==> src/rtl/gates_selftest_ctrl.sv <==
// Built-in self-test sequencer for the two-input gates datapath: walks {A,B}
// through 00..11, lets each vector settle, and accumulates per-vector/per-gate misses.

module gates_selftest_lane (
  input  logic got,
  input  logic want,
  output logic miss
);
  assign miss = got ^ want;
endmodule

module gates_selftest_ctrl #(
  parameter int unsigned SETTLE_CYC = 2
) (
  input  logic       iClk,
  input  logic       iRstn,
  input  logic       iStart,
  input  logic       iAbort,
  output logic       oA,
  output logic       oB,
  input  logic       iAND,
  input  logic       iOR,
  input  logic       iNOT,
  input  logic       iNAND,
  input  logic       iNAND2,
  output logic       oBusy,
  output logic       oDone,
  output logic       oPass,
  output logic [3:0] oFailVec,
  output logic [4:0] oFailGate
);
  localparam int NUM_GATES = 5;
  localparam logic [1:0] IDLE   = 2'd0;
  localparam logic [1:0] SETTLE = 2'd1;
  localparam logic [1:0] CHECK  = 2'd2;
  localparam logic [1:0] DONE   = 2'd3;
  localparam logic [3:0] CNT_LAST = 4'(SETTLE_CYC - 1);

  logic [1:0] state;
  logic [1:0] idx;
  logic [1:0] nxtIdx;
  logic [3:0] cnt;
  logic [NUM_GATES-1:0] gotGate, wantGate, missGate;
  logic [3:0] failVecNxt;

  // Bit order matches oFailGate: AND, OR, NOT, NAND, NAND2
  assign gotGate  = {iNAND2, iNAND, iNOT, iOR, iAND};
  assign wantGate = {~(oA & oB), ~(oA & oB), ~oA, oA | oB, oA & oB};

  genvar g;
  generate
    for (g = 0; g < NUM_GATES; g++) begin : gLane
      gates_selftest_lane uLane (.got(gotGate[g]), .want(wantGate[g]), .miss(missGate[g]));
    end
  endgenerate

  assign nxtIdx     = idx + 2'd1;
  assign failVecNxt = oFailVec | ((|missGate) ? (4'b0001 << idx) : 4'b0000);

  always_ff @(posedge iClk) begin
    if (!iRstn) begin
      state     <= IDLE;
      idx       <= '0;
      cnt       <= '0;
      oA        <= 1'b0;
      oB        <= 1'b0;
      oBusy     <= 1'b0;
      oDone     <= 1'b0;
      oPass     <= 1'b0;
      oFailVec  <= '0;
      oFailGate <= '0;
    end else begin
      oDone <= 1'b0;
      case (state)
        IDLE: if (iStart) begin
          state     <= SETTLE;
          idx       <= '0;
          cnt       <= '0;
          oA        <= 1'b0;
          oB        <= 1'b0;
          oBusy     <= 1'b1;
          oPass     <= 1'b0;
          oFailVec  <= '0;
          oFailGate <= '0;
        end
        SETTLE: if (iAbort) begin
          state <= IDLE;
          oBusy <= 1'b0;
          oA    <= 1'b0;
          oB    <= 1'b0;
          oPass <= 1'b0;
        end else begin
          cnt <= cnt + 4'd1;
          if (cnt == CNT_LAST) state <= CHECK;
        end
        CHECK: if (iAbort) begin
          // Abort wins over this cycle's compare: partial results stay as they were
          state <= IDLE;
          oBusy <= 1'b0;
          oA    <= 1'b0;
          oB    <= 1'b0;
          oPass <= 1'b0;
        end else begin
          oFailGate <= oFailGate | missGate;
          oFailVec  <= failVecNxt;
          if (idx != 2'd3) begin
            idx   <= nxtIdx;
            oA    <= nxtIdx[1];
            oB    <= nxtIdx[0];
            cnt   <= '0;
            state <= SETTLE;
          end else begin
            state <= DONE;
            oBusy <= 1'b0;
            oA    <= 1'b0;
            oB    <= 1'b0;
            oDone <= 1'b1;
            oPass <= (failVecNxt == 4'b0000);
          end
        end
        default: state <= IDLE;
      endcase
    end
  end
endmodule

==> config.mk <==
export PLATFORM = sky130hd
export DESIGN_NAME = gates_selftest_ctrl
export DESIGN_NICKNAME = d
export VERILOG_FILES = /design/src/rtl/gates_selftest_ctrl.sv
export SDC_FILE = /design/constraint.sdc
export NUM_CORES = 1
export LEC_CHECK = 0
export BUFFER_PORTS_ARGS = -buffer_cell sky130_fd_sc_hd__buf_2
export CAP_MARGIN = 30
export CELL_PAD_IN_SITES_DETAIL_PLACEMENT = 1
export CELL_PAD_IN_SITES_GLOBAL_PLACEMENT = 1
export CORE_UTILIZATION = 40
export CTS_BUF_LIST = sky130_fd_sc_hd__clkbuf_16
export DETAILED_ROUTE_END_ITERATION = 6
export PLACE_DENSITY_LB_ADDON = 0.1
export RECOVER_POWER = 50
export SLEW_MARGIN = 20
export SYNTH_ARGS = -nofsm -noshare
export SYNTH_HDL_FRONTEND = slang
export SYNTH_SLANG_ARGS = --single-unit
==> constraint.sdc <==
create_clock -name iClk -period 1.91 [get_ports iClk]
set_input_delay 0.382 -clock iClk [delete_from_list [all_inputs] [get_ports iClk]]
set_output_delay 0.382 -clock iClk [all_outputs]
set_load 0.1 [all_outputs]
==> results.txt, run 1 <==
Critical path launch point type -> register
Via count -> 1111
Worst path slowest cell -> or3b_4
Resize count post-CTS -> 0
Crit path DAT -> 1.94 ns
Layout area overhead -> 20.6%
Drt initial violations -> 28
Ys flop type -> dfxtp_1
Hold Path Origin -> iRstn
Status -> complete, but fails checks
CP endpoint kind -> register
Drt pass-1 iters -> 6
Drt wl/cell -> 16.5 um
Count of flip-flops with a built-in enable after synthesis -> 0
Share of cells above drive strength 1 -> 23.4%
CP startpoint -> state[0]$_SDFFE_PN0P_
Final Net Count -> 188
Worst path cell trace -> inv_1 > ha_1 > or3b_4 > a41o_1 > o41a_1 > a221oi_2
Final setup viols -> 0
Die W -> 57.8 um
Placed Area -> 1430 um^2
Total track usage -> 22.1%
Clk pin slew, worst setup/hold paths -> 0.06 ns
Vias in the first global route -> 1172
GPL Wtd Cong -> 0.828
Synth cell types -> 42
DIE AREA -> 3340 um^2
Worst hold path class -> primary input to register
Routed WL -> 3.26 mm
Fraction of registers with async set/reset -> 0%
CTS sink cnt -> 22
Data required time at the worst endpoint -> 2.07 ns
Clk_lat worst skew -> 0.25 ns
Overflow after GRT -> 0
Initial antenna violation count -> 0
Final slew viol count -> 0
Synth warn -> 0
Area contributors post-synth -> dfxtp_1 (35%), ha_1 (10%), nor2_1 (5.1%), a21oi_1 (3.6%), nand2b_1 (3.5%)
Pwr dens -> 811 nW/um^2
Max Clock Skew -> 0.00141 ns
Critical path class -> register to register
Drt drc -> 3
Synth Register Bits -> 22
Core area -> 2850 um^2
Fin crit share -> 93.2%
Core Rows -> 19
Synthesized instance count -> 139
Count leader, synth -> dfxtp_1
Failing checks -> design-rule violations
CTS Buffer Depth -> 2
Unrepaired setup endpoints after global routing -> no
Slew @ Worst Pin -> 0.546 ns
Synth top cells by count -> dfxtp_1 (22), nor2_1 (17), ha_1 (10), a21oi_1 (9), inv_1 (9)
Seq/Total Area, Yosys -> 35.3%
Root buffer cell -> clkbuf_16
Die Ht -> 57.8 um
ANT nets after route -> 0
Relative slew slack -> 63.7%
Top cell type's share of synthesized area -> 35.3%
Post-route setup TNS -> 0 ns
Syn avg cell area -> 8.97 um^2
CTS buffer count -> 3
Final instance area -> 1500 um^2
CTS tree -> yes
Final Critical Period -> 1.78 ns
Via density -> 5.61
Pin count of the biggest net entering global routing -> 12
PortBufs -> 22
Global-route wire length before repair -> 5.64 mm
Reg2reg setup slack -> 0.13 ns
Starting Density -> 43.7%
Hold Buf Count CTS -> 0
VDD IR max -> 0.423 mV
Max Cap Violations -> 0
H-Tree Depth -> 1
Syn nets -> 158
CP peak stage delay -> 0.42 ns
Final Hold Viols -> 0
Reg-to-reg startpoint -> state[0]$_SDFFE_PN0P_
Lkg Pwr -> 0.000626 uW
I/O pin total -> 23
Dpl hpwl -> 2.53 mm
Worst-path fanout max -> 4
Mapped Area -> 1250 um^2
# diodes -> 0
Area leader, netlist -> dfxtp_1
Setup bufs post-CTS -> 0
Fmax achieved -> 0.562 GHz
Finished Core Util -> 52.7%
-- critical path: cells and delay by family, from the launching register on --
kind,cells,cell delay (ns)
compound gates,3,0.64
simple gates,1,0.42
flops,1,0.34
fa+ha+maj,1,0.21
buf+inv,1,0.09
-- final timing paths --
kind	cells after the start	end
max reg2reg	6	oPass$_SDFFE_PN0P_
min	2	cnt[3]$_SDFFE_PN0P_
min reg2reg	2	oFailGate[2]$_SDFFE_PN0P_
max	6	oPass$_SDFFE_PN0P_
-- layout by cell type, fill, tap and decap left out, drive strengths merged, types with 2 or more instances in the layout --
cell type and count:
a21boi 2, a21oi 9, a32o 4, and2b 2, buf 13, clkbuf 17, dfxtp 22, ha 10
inv 9, mux2 2, mux2i 3, nand2 5, nand2b 7, nand3 2, nor2 17, nor2b 3
nor3 3, nor3b 2, nor4bb 3, o21a 3, o21ai 6, xnor2 3, xor2 2
-- state kept, by name (all words and copies together), names as in the netlist, 2 cells and up --
signal / flops
oFailGate: 5
idx: 2
state: 2
oFailVec: 4
cnt: 4
-- through the flow --
stage          std cells  hold slack (ns)  worst slack (ns)  total power, uW
2_1_floorplan        139            0.483             0.232              720
3_3_place_gp         195            0.443             0.239              786
3_5_place_dp         195            0.457             0.142              793
4_1_cts              198            0.406             0.105             1230
5_1_grt              198            0.423            0.0119             1270
6_report             198            0.410             0.130             1220
-- area by class of cell --
| class | count | area (um^2) |
|---|---|---|
| timing repair buffer | 27 | 148 |
| sequential | 22 | 443 |
| clock buffer | 3 | 75.1 |
| inverter | 9 | 33.8 |
| multi-input combinational | 106 | 764 |
| tap | 31 | 38.8 |
| fill | 353 | 1350 |
-- where the power goes --
part,internal [uW],total (uW),leakage [uW],switching [uW]
registers,479,493,0.000180,14.3
logic,83.8,291,0.000410,208
clock network,276,434,0.0000370,158
total,839,1220,0.000626,379
-- metal layers --
layer / track usage, % / part of all wire, %
met2: 39.4 / 51
met1: 27.4 / 45
met4: 6.80 / 0.77
met5: 0 / 0
met3: 3.13 / 2.7
-- kinds of logic (layout without fill, tap and decap cells) --
logic type,count (synthesis),after routing,synth area share [%]
DFF,22,22,35.3
xor gates and xnor gates,5,5,3.51
AOI/OAI and AO/OA,34,34,19.7
buffers and inverters,11,39,3.41
and+or+nand+nor,52,52,23.8
adders and majority gates,10,10,10.0
muxes,5,5,4.22
Power figures use the tool's default switching activity.
==> inputs of run 2 (changes only) <==
--- a/config.mk
+++ b/config.mk
@@ -14,2 +14,3 @@
 export DETAILED_ROUTE_END_ITERATION = 6
+export MAX_ROUTING_LAYER = met4
 export PLACE_DENSITY_LB_ADDON = 0.1
==> constraint.sdc (replaced) <==
create_clock -name iClk -period 1.91 [get_ports iClk]
set_input_delay 0.2865 -clock iClk [delete_from_list [all_inputs] [get_ports iClk]]
set_output_delay 0.2865 -clock iClk [all_outputs]
set_load 0.1 [all_outputs]
==> results.txt, run 2 (synthesis results as in run 1) <==
Clk pin slew, worst setup/hold paths -> 0.06 ns
Worst hold path class -> primary input to register
Worst-path fanout max -> 9
Placed Area -> 1420 um^2
Final setup viols -> 0
Critical path class -> register to register
Core Rows -> 19
Logic pwr share -> 24.2%
CTS Buffer Depth -> 2
CP peak stage delay -> 0.41 ns
Internal -> 842 uW
Clock power share -> 35.4%
Routed WL -> 3.19 mm
Drt wl/cell -> 16.1 um
Largest regs -> oFailGate: 5 flops, cnt: 4 flops, oFailVec: 4 flops
CP endpoint kind -> register
Max Cap Violations -> 0
Fin Hold WS -> 0.313 ns
Dpl hpwl -> 2.50 mm
Failing checks -> design-rule violations
PortBufs -> 22
Worst path slowest cell -> or3b_1
Sequential share of power -> 40.3%
Most frequent cells in the layout -> dfxtp_1 (20), buf_2 (20), nor2_1 (17)
GR peak layer -> met2
VDD IR max -> 0.482 mV
Via count -> 1126
Relative slew slack -> 64.2%
Pin count of the biggest net entering global routing -> 13
ANT nets after route -> 0
Fin crit share -> 94.6%
Die Ht -> 57.8 um
Fmax achieved -> 0.553 GHz
Clk_lat worst skew -> 0.25 ns
P_sw -> 380 uW
Starting Density -> 43.7%
H-Tree Depth -> 1
GR Util met1 -> 27.3%
GPL Wtd Cong -> 0.829
Initial antenna violation count -> 0
Max reg flops -> 5
Overflow after GRT -> 0
Global-route wire length before repair -> 5.25 mm
Root buffer cell -> clkbuf_16
Slew @ Worst Pin -> 0.540 ns
Drt drc -> 3
CTS tree -> yes
Layout area overhead -> 20.4%
I/O pin total -> 23
Switching Fraction -> 31.1%
Max Clock Skew -> 0.00115 ns
Pwr dens -> 814 nW/um^2
Total track usage -> 21.2%
Final Net Count -> 187
Vias in the first global route -> 1100
DIE AREA -> 3340 um^2
Final Critical Period -> 1.81 ns
Drt pass-1 iters -> 6
Critical path launch point type -> register
Met2 GRT Util -> 35.3%
Final instance area -> 1500 um^2
Via density -> 5.69
CTS sink cnt -> 22
Fill cells -> 343
# diodes -> 0
Register with the highest flop count -> oFailGate
Lkg Pwr -> 0.000628 uW
Crit path DAT -> 1.97 ns
Final Hold Viols -> 0
Die W -> 57.8 um
Core area -> 2850 um^2
Drt initial violations -> 43
Status -> complete, but fails checks
Share of cells above drive strength 1 -> 23.4%
Final slew viol count -> 0
Worst path cell trace -> inv_1 > ha_2 > or3b_1 > a41o_1 > o41a_1 > a221oi_2
CTS buffer count -> 3
Grt met3 use -> 3.35%
Hold Buf Count CTS -> 0
Data required time at the worst endpoint -> 2.07 ns
-- run 2: cell count changes in the layout (fill, tap and decap cells not counted), sizes merged --
cell    change
clkbuf     -12
clkinv      +1
buf        +11
-- run 2: final cells by class --
class | count | area (um^2) | share of cell area (%)
clock buffers | 3 | 75.1 | 5.00
flip-flops and latches | 22 | 443 | 29.5
clock inverters | 1 | 3.75 | 0.250
multi-input cells | 106 | 766 | 51.0
well taps | 31 | 38.8 | 2.59
repair buffers | 26 | 140 | 9.34
inverters | 9 | 33.8 | 2.25
-- run 2: worst max-delay path, delay by kind of cell, from the launching register on --
kind	cells	cell delay [ns]
AO/OA/AOI/OAI	3	0.62
buffers and inverters	1	0.10
adder cells (fa/ha/maj)	1	0.26
flip-flops	1	0.34
AND/OR/NAND/NOR	1	0.41
-- run 2: what timing repair did --
action	4_1_cts	5_1_grt
resized for setup	0	2
endpoints found under the setup margin	0	5
hold endpoints to repair	0	0
setup buffers	0	0
-- run 2: worst paths after layout --
| kind | start | end | slack, ns | depth (start not counted) |
|---|---|---|---|---|
| worst max-delay path | state[0]$_SDFFE_PN0P_ | oPass$_SDFFE_PN0P_ | 0.10 | 6 |
| worst min-delay path | iRstn | cnt[2]$_SDFFE_PN0P_ | 0.31 | 2 |
| worst max register to register | state[0]$_SDFFE_PN0P_ | oPass$_SDFFE_PN0P_ | 0.10 | 6 |
| worst min register to register | oFailGate[2]$_SDFFE_PN0P_ | oFailGate[2]$_SDFFE_PN0P_ | 0.47 | 2 |
-- run 2: per-stage QoR --
stage / setup slack [ns] / cells / total power (uW) / TNS, ns / util (%)
2_1_floorplan: 0.232 / 139 / 720 / 0 / -
3_3_place_gp: 0.154 / 194 / 786 / 0 / 49.7
3_5_place_dp: 0.0526 / 194 / 794 / 0 / 49.7
4_1_cts: 0.0228 / 198 / 1230 / 0 / 52.5
5_1_grt: -0.00272 / 198 / 1270 / -0.00272 / 52.6
6_report: 0.102 / 198 / 1220 / 0 / 52.6
-- run 2: power by group through the flow --
stage | Combinational [uW] | Sequential [uW] | Clock (uW)
floorplan | 114 | 606 | 0
global placement | 285 | 501 | 0
detailed placement | 291 | 503 | 0
CTS | 293 | 493 | 440
global route | 314 | 495 | 465
finish | 296 | 493 | 433
-- run 2: metal layers --
| metal | routed length [um] | up-vias |
|---|---|---|
| met3 | 98 | 2 |
| met4 | 20 | 0 |
| li1 | - | 556 |
| met2 | 1570 | 21 |
| met1 | 1500 | 547 |
| met5 | 0 | - |
==> inputs of run 3 (changes only) <==
- BUFFER_PORTS_ARGS: -buffer_cell sky130_fd_sc_hd__buf_2 -> -buffer_cell sky130_fd_sc_hd__buf_4
- CORE_UTILIZATION: 40 -> 41
==> results.txt, run 3 (synthesis results as in run 1) <==
Status -> complete, but fails checks
Failing checks -> design-rule violations
Unrepaired setup endpoints after global routing -> no
Max Cap Violations -> 0
Core area -> 2830 um^2
Via density -> 5.69
Final Hold Viols -> 0
Pin count of the biggest net entering global routing -> 14
Total track usage -> 22.6%
Share of cells above drive strength 1 -> 23.4%
Worst-path fanout max -> 9
GPL Wtd Cong -> 0.836
CP peak stage delay -> 0.41 ns
Post-route setup TNS -> 0 ns
Data required time at the worst endpoint -> 2.08 ns
Starting Density -> 44.1%
Worst path cell trace -> inv_1 > ha_4 > or3b_1 > a41o_1 > o41a_1 > a221oi_2
Most frequent cells in the layout -> dfxtp_1 (20), nor2_1 (17), clkbuf_2 (14)
Drt drc -> 4
# diodes -> 0
Fill cells -> 341
CTS sink cnt -> 22
Via count -> 1126
CTS buffer count -> 3
CTS Buffer Depth -> 2
Core Rows -> 19
Clk_lat worst skew -> 0.26 ns
Fmax achieved -> 0.556 GHz
Slew @ Worst Pin -> 0.547 ns
Setup bufs post-CTS -> 0
Commonest non-fill, non-tap cell in the layout -> dfxtp_1
Vias in the first global route -> 1140
Drt initial violations -> 31
Fin crit share -> 94.2%
Register with the highest flop count -> oFailGate
Hold Path Depth -> 2
ANT nets after route -> 0
Final instance area -> 1560 um^2
DIE AREA -> 3260 um^2
Lkg Pwr -> 0.000640 uW
Final setup viols -> 0
Crit path DAT -> 1.97 ns
Critical path class -> register to register
I/O pin total -> 23
Worst reg-to-reg path cell count -> 6
Drt wl/cell -> 16.4 um
Global-route wire length before repair -> 5.45 mm
Die Ht -> 57.1 um
Max Clock Skew -> 0.00494 ns
Worst path slowest cell -> or3b_1
Clk pin slew, worst setup/hold paths -> 0.06 ns
Placed cell count -> 194
Overflow after GRT -> 0
Relative slew slack -> 63.7%
VDD IR max -> 0.476 mV
CTS tree -> yes
Worst hold path class -> primary input to register
Final Critical Period -> 1.80 ns
Routed WL -> 3.25 mm
CP endpoint kind -> register
Die W -> 57.1 um
Max reg flops -> 5
Layout area overhead -> 24.8%
Pwr dens -> 886 nW/um^2
Root buffer cell -> clkbuf_16
Final Net Count -> 187
Critical path launch point type -> register
Drt pass-1 iters -> 6
Fin cells -> 198
Placed Area -> 1470 um^2
Final slew viol count -> 0
Initial antenna violation count -> 0
PortBufs -> 22
H-Tree Depth -> 1
Largest regs -> oFailGate: 5 flops, cnt: 4 flops, oFailVec: 4 flops
Design Power -> 1380 uW
Dpl hpwl -> 2.55 mm
==> run 3: area by class of cell <==
class | count | area [um^2] | share of cell area, %
multi-input cells | 106 | 774 | 49.8
flip-flops and latches | 22 | 443 | 28.5
repair buffers | 26 | 160 | 10.3
clock buffers | 3 | 75.1 | 4.83
well taps | 31 | 38.8 | 2.49
inverters | 9 | 33.8 | 2.17
clock inverters | 1 | 30.0 | 1.93
==> run 3: through the flow <==
step / setup slack, ns / hold slack, ns / utilization [%]
floorplan: 0.232 / 0.404 / -
global route: 0.00239 / 0.287 / 55.0
global placement: 0.151 / 0.451 / 52.1
CTS: 0.0167 / 0.277 / 55.8
detailed placement: 0.0478 / 0.471 / 52.1
finish: 0.111 / 0.276 / 55.0
==> run 3: worst paths after layout <==
path,startpoint,slack [ns],endpoint
max,state[0]$_SDFFE_PN0P_,0.11,oPass$_SDFFE_PN0P_
min,iRstn,0.28,cnt[2]$_SDFFE_PN0P_
max reg2reg,state[0]$_SDFFE_PN0P_,0.11,oPass$_SDFFE_PN0P_
min reg2reg,oFailGate[1]$_SDFFE_PN0P_,0.48,oFailGate[1]$_SDFFE_PN0P_
==> run 3: report_power, final <==
group | internal (uW) | leakage, uW | switching (uW)
combinational | 88.8 | 0.000409 | 208
sequential | 479 | 0.000180 | 15.0
clock | 416 | 0.0000511 | 171
==> run 3: metal layers <==
metal / global-route usage, % / vias up / share of wire [%] / wire (um)
li1: - / 560 / - / -
met1: 28.8 / 546 / 49 / 1590
met2: 37.5 / 16 / 47 / 1530
met3: 3.40 / 4 / 2.8 / 90
met4: 6.27 / 0 / 0.83 / 27
met5: - / - / 0 / 0
==> run 3: what timing repair did <==
| action | 4_1_cts | 5_1_grt |
|---|---|---|
| resized for setup | 0 | 3 |
| hold buffers | 0 | 0 |
| setup endpoints to repair | 0 | 5 |
==> run 3: worst max-delay path, delay by kind of cell, from the launching register on <==
family	cells	cell delay (ns)
compound gates	3	0.64
simple gates	1	0.41
flops	1	0.34
fa+ha+maj	1	0.19
buf+inv	1	0.13
